===== src/rtl/mac_accumulator.sv =====
// mac_accumulator: accumulates N_PROD unsigned 8-bit products into an ACC_W-bit
// sum and presents the finished dot product through a valid/ready handshake.
// Optional feature: define MAC_ACCUMULATOR_SAT_EN to saturate the accumulator
// at 2^ACC_W-1 on overflow. When it is undefined, the accumulator wraps.
module mac_accumulator #(
   parameter int N_PROD = 4,   // products per dot product, 1..15
   parameter int ACC_W  = 10   // accumulator width, 8..16
) (
   input  logic             clk,
   input  logic             rst,
   input  logic [7:0]       prod_in,
   input  logic             prod_valid,
   output logic             prod_ready,
   input  logic             clear,
   output logic [ACC_W-1:0] sum_out,
   output logic             sum_valid,
   input  logic             sum_ready,
   output logic [3:0]       count,
   output logic             overflow
);

   typedef enum logic {ACCUM, DONE} state_t;

   localparam logic [3:0] LAST_COUNT = 4'(N_PROD);

   state_t           state, state_next;
   logic [ACC_W-1:0] acc, acc_next;
   logic [3:0]       count_next;
   logic             overflow_next;
   logic [ACC_W:0]   sum_wide;
   logic             carry;
   logic             accept;

   // Handshake, adder and next-state decode for state, acc, count and overflow
   always_comb begin
      // NOTE: every signal gets a default first so no path can infer a latch.
      state_next    = state;
      acc_next      = acc;
      count_next    = count;
      overflow_next = overflow;

      prod_ready = (state == ACCUM) && !rst && !clear;
      accept     = prod_valid && prod_ready;
      sum_wide   = {1'b0, acc} + {{(ACC_W - 7){1'b0}}, prod_in};
      carry      = sum_wide[ACC_W];

      if (clear || (state == DONE && sum_ready)) begin
         // Abort, or result taken downstream: start a fresh dot product.
         state_next    = ACCUM;
         acc_next      = '0;
         count_next    = '0;
         overflow_next = 1'b0;
      end else if (accept) begin
`ifdef MAC_ACCUMULATOR_SAT_EN
         // Once clamped, any further non-zero product carries again, so the
         // accumulator stays pinned at full scale for the rest of the product.
         acc_next = carry ? '1 : sum_wide[ACC_W-1:0];
`else
         acc_next = sum_wide[ACC_W-1:0];
`endif
         count_next = count + 4'd1;
         if (carry) begin
            overflow_next = 1'b1;
         end
         if (count_next == LAST_COUNT) begin
            state_next = DONE;
         end
      end
   end

   // State and datapath registers with synchronous reset taking priority
   always_ff @(posedge clk) begin
      // NOTE: non-blocking assignments so every register sees pre-edge values.
      if (rst) begin
         state    <= ACCUM;
         acc      <= '0;
         count    <= '0;
         overflow <= 1'b0;
      end else begin
         state    <= state_next;
         acc      <= acc_next;
         count    <= count_next;
         overflow <= overflow_next;
      end
   end

   assign sum_out   = acc;
   assign sum_valid = (state == DONE);

endmodule


===== config.mk =====
export PLATFORM = sky130hd
export DESIGN_NAME = mac_accumulator
export DESIGN_NICKNAME = d
export VERILOG_FILES = /design/src/rtl/mac_accumulator.sv
export SDC_FILE = /design/constraint.sdc
export NUM_CORES = 1
export LEC_CHECK = 0
export ABC_AREA = 0
export BUFFER_PORTS_ARGS = -buffer_cell sky130_fd_sc_hd__buf_2
export CAP_MARGIN = 5
export CORE_MARGIN = 2
export CORE_UTILIZATION = 49
export DETAILED_ROUTE_END_ITERATION = 10
export PLACE_DENSITY = 0.77
export SYNTH_ARGS = -nofsm -noshare
export SYNTH_HDL_FRONTEND = slang
export SYNTH_SLANG_ARGS = --single-unit
export TNS_END_PERCENT = 100

===== constraint.sdc =====
create_clock -name clk -period 2.72 [get_ports clk]
set_clock_uncertainty 0.2 [all_clocks]
set_input_delay 0.544 -clock clk [delete_from_list [all_inputs] [get_ports clk]]
set_output_delay 0.544 -clock clk [all_outputs]
set_load 0.01 [all_outputs]

After elaboration in Yosys (flattened, before gate mapping)

Cells that the tools add are included.

Word-level logic and storage cells: 18
Register bits: 16
Bits of input ports: 13
Output and inout bits: 17

Bitwise logic cells: 1
$add $sub $neg: 2
Reductions and logical operators: 10
Equal/unequal tests: 1

Operators with widths:

| kind                                                                  | number |
|---|---|
| 10-bit by 8-bit adder with 11-bit output                              | 1 |
| 4-bit by 1-bit adder with 4-bit output, second input constant         | 1 |
| 4-bit by 3-bit equality test with 1-bit output, second input constant | 1 |
| 1-bit logical AND                                                     | 4 |
| 2-bit AND reduction                                                   | 2 |
| 1-bit zero test                                                       | 2 |
| 2-bit OR reduction                                                    | 1 |
| 1-bit logical OR                                                      | 1 |
| 1-bit inverter                                                        | 1 |

Logic depth before layout (Yosys ltp)

Depth in word-level cells: 5
Depth in mapped cells: 8
Depth with buffers taken out: 8

Worst setup path before layout

OpenSTA, ideal clock, no wires.

Path kind: input -> register
From: input port prod_in[0]
To: register acc[8] (netlist: sum_out[8])
Data arrival time: 1.812 ns
Stages: 8
Buffers on the path: 0
Data required time: 2.394 ns
Setup slack: 0.581 ns
Cell sequence: ha_1 > inv_1 > fa_1 > nor2b_1 > o2111ai_1 > a31oi_1 > o21ai_0 > mux2i_1

Longest elaborated chain between the ends: 1

RTL lines:

| what                                     | line | text |
|---|---|---|
| from (decl)                              | 11   | `input logic [7:0] prod_in,` |
| 10-bit by 8-bit adder with 11-bit output | 44   | `sum_wide = {1'b0, acc} + {{(ACC_W - 7){1'b0}}, prod_in};` |
| to (signal assigned)                     | 81   | `acc <= acc_next;` |
| to (decl)                                | 27   | `logic [ACC_W-1:0] acc, acc_next;` |

No other way between the ends.
A chain may end at the register's enable or synchronous reset.

Worst setup path after layout

From: register acc[0] (netlist: sum_out[0])
To: register acc[8] (netlist: sum_out[8])

Longest elaborated chain between the ends: 1

RTL lines:

| what                                     | line |
|---|---|
| 10-bit by 8-bit adder with 11-bit output | 44 |

No other way between the ends.

==> key figures <==
Timing
  – Fin. max-slew vios: 0
  – Minimum clock period: 2.09 ns
  – Final Hold Viols: 0
  – RSZ-0062 raised after global routing: no
  – Crit share post-route: 76.8%
  – Slew @ Worst Pin: 0.298 ns
  – Slew headroom: 80.0%
  – Final setup fails: 0
  – F_max: 479 MHz
  – Setup tns final: 0 ns

Yosys
  – Largest family of logic cells by synthesized area: simple AND/OR/NAND/NOR gates
  – Sequential element share of the synthesized area: 33.4%
  – Post-synthesis register bit count: 16
  – Yosys warns: 0
  – Cell taking the most area after synthesis: dfxtp_1
  – Synth Instances: 112
  – Xor/xnor share of the synthesized area: 9.13%
  – Avg Inst Size Synth: 8.57 um2
  – Post-Syn Area: 960 um2
  – Top cells by area, synth: dfxtp_1 (33%), ha_1 (13%), nand2_1 (7.8%), xnor2_1 (5.5%), a21oi_1 (4.2%)
  – Synth Area in Compound Gates: 18.1%
  – Cell variety after synth: 29
  – Post-Syn Nets: 136
  – Synth top area share: 33.4%
  – Post-synthesis mux area share: 2.09%
  – Synth Area in Simple Gates: 18.3%
  – Post-Synth Adder-Cell Area: 15.1%

Floorplan
  – Die Y: 48.3 um
  – Core area: 1900 um2
  – Initial core utilization: 50.5%
  – Row cnt: 16
  – Chip width: 48.3 um
  – Die area: 2330 um2
  – I/O pins: 30

Setup path
  – Worst Path Arrival: 2.07 ns
  – Crit path launch type: flop
  – WP data required: 2.71 ns
  – Setup Crit Path Kind: flop to flop
  – Worst Path Max Fanout: 3
  – CP Capture Type: flop

Routing
  – DRT iter0 DRCs: 7
  – Drt via density: 5.14
  – Wire per inst: 11.7 um
  – WL final: 1990 um
  – Post-route antenna net violation count: 0
  – Pre-antenna DRT Iters: 3
  – Routed vias: 874
  – Residual DRC: 0

Finish
  – Inserted Diodes: 0
  – Area Overhead vs Synth: 21.3%
  – NumNets Final: 168
  – Fillers: 187
  – Share of layout cells above drive strength 1: 26.6%

Global route
  – Initial antenna violation count: 0
  – Tot GR Track Use: 19.7%
  – Vias in the first global route: 840
  – Global route total overflow: 0
  – Global-route wire length before repair: 3220 um
  – Largest net degree at the start of global routing: 14

Clocking
  – Clk Latency, worst-skew pair: 0.29 ns
  – CTS root buf: clkbuf_4
  – Resized cells post-CTS: 0
  – Post-CTS Setup Bufs: 0
  – CTS tree: done
  – TritonCTS buffer count: 3
  – Worst-path clk slew: 0.10 ns
  – Sink Count: 16
  – Worst-case clock buffer depth: 2
  – Cts hold-fix bufs: 0
  – H-tree depth: 1

Flow run
  – Max-cap violations: 0

Placement
  – Hpwl dp: 1630 um
  – Placer congestion estimate: 0.793
  – Port bufs: 29

Pwr
  – Cell area power density: 410 nW/um2
  – Overall power: 0.477 mW
  – Internal power: 0.354 mW
  – P_leak: 0.565 nW
  – Sequential Power Share: 50.8%
  – Switch Pwr: 0.124 mW
  – Comb pwr share: 15.7%
  – Sw frac: 25.9%
  – Peak VDD IR: 0.000326 V
  – Clock power share: 33.5%

Hold path
  – HP Class: flop to flop

Status
  – Status: finished, final reports clean
-- critical path, stage by stage (launching register included) --
cell and delay, ns:
dfxtp_1 0.36, ha_1 0.18, inv_1 0.06, fa_1 0.40
nor2b_1 0.15, o2111ai_1 0.14, a31oi_1 0.23, o21ai_0 0.12
mux2i_1 0.14
-- power groups by stage --
stage	Clock (mW)	Combinational, mW	Sequential [mW]
5_1_grt	0.173	0.0850	0.244
4_1_cts	0.161	0.0754	0.243
2_1_floorplan	0	0.0476	0.250
6_report	0.160	0.0747	0.243
3_3_place_gp	0	0.0721	0.248
3_5_place_dp	0	0.0752	0.248
-- synthesized netlist by cell type, drive strengths merged --
library cell / count
a211oi: 3
nor3: 1
o2111ai: 2
xnor2: 6
nand2: 21
fa: 1
nand2b: 1
nand3: 4
nor2: 5
buf: 1
o221ai: 1
xor2: 4
a31oi: 1
mux2i: 2
ha: 10
clkbuf: 1
o21ai: 8
a21o: 2
and3: 2
inv: 7
dfxtp: 16
nor2b: 1
a21oi: 8
and2: 1
a41oi: 1
a211o: 1
or3: 1
-- cell type report --
type / count / area, um2 / area share [%]
inverters: 7 / 26.3 / 2.26
well taps: 27 / 33.8 / 2.90
multi-input cells: 87 / 602 / 51.7
flip-flops and latches: 16 / 320 / 27.5
repair buffers: 29 / 145 / 12.5
clock buffers: 4 / 36.3 / 3.12
-- cells in the final DEF (no fill, tap or decap), types with 2 or more instances in the layout --
cell       count
a21oi_1        8
nand2_1       20
inv_1          7
xnor2_1        6
o2111ai_1      2
nor2_1         5
a21o_1         2
dfxtp_1       16
buf_2         29
o21ai_0        8
nand3_1        4
mux2i_1        2
ha_1          10
a211oi_1       2
clkbuf_4       3
and3_1         2
xor2_1         4
-- sequential cells by signal (all words and copies together), names as in the netlist --
register   cells
overflow       1
count          4
sum_valid      1
sum_out       10
-- per-stage QoR --
stage,setup WS [ns],util (%),instances,area [um2],hold slack (ns)
after CTS,0.609,61.2,170,1160,0.270
after global placement,0.415,59.3,166,1130,0.242
after global routing,0.444,61.2,170,1160,0.288
after detailed placement,0.347,59.3,166,1130,0.255
after floorplan,0.581,-,112,960,0.270
final,0.631,61.2,170,1160,0.262
-- logic make-up after synthesis --
| kind of cell | count (synthesis) |
|---|---|
| mux | 2 |
| compound gates | 27 |
| xor+xnor | 10 |
| simple gates | 37 |
| fa+ha+maj | 11 |
| flops | 16 |
| buf+inv | 9 |
-- final timing paths --
kind / from / to / slack, ns / cells past startpoint
max: sum_out[0]$_SDFFE_PP0P_ / sum_out[8]$_SDFFE_PP0P_ / 0.63 / 8
min: overflow$_SDFFE_PP0P_ / overflow$_SDFFE_PP0P_ / 0.26 / 2
max reg2reg: sum_out[0]$_SDFFE_PP0P_ / sum_out[8]$_SDFFE_PP0P_ / 0.63 / 8
min reg2reg: overflow$_SDFFE_PP0P_ / overflow$_SDFFE_PP0P_ / 0.26 / 2
-- metal layers --
layer | up-vias | routed length (um) | track usage [%]
met1 | 405 | 837 | 20.4
met5 | - | 0 | 0
met3 | 2 | 71 | 6.67
met4 | 0 | 12 | 4.32
met2 | 15 | 1070 | 37.6
li1 | 452 | - | -
Note: power is estimated with default switching activity, not from simulation.
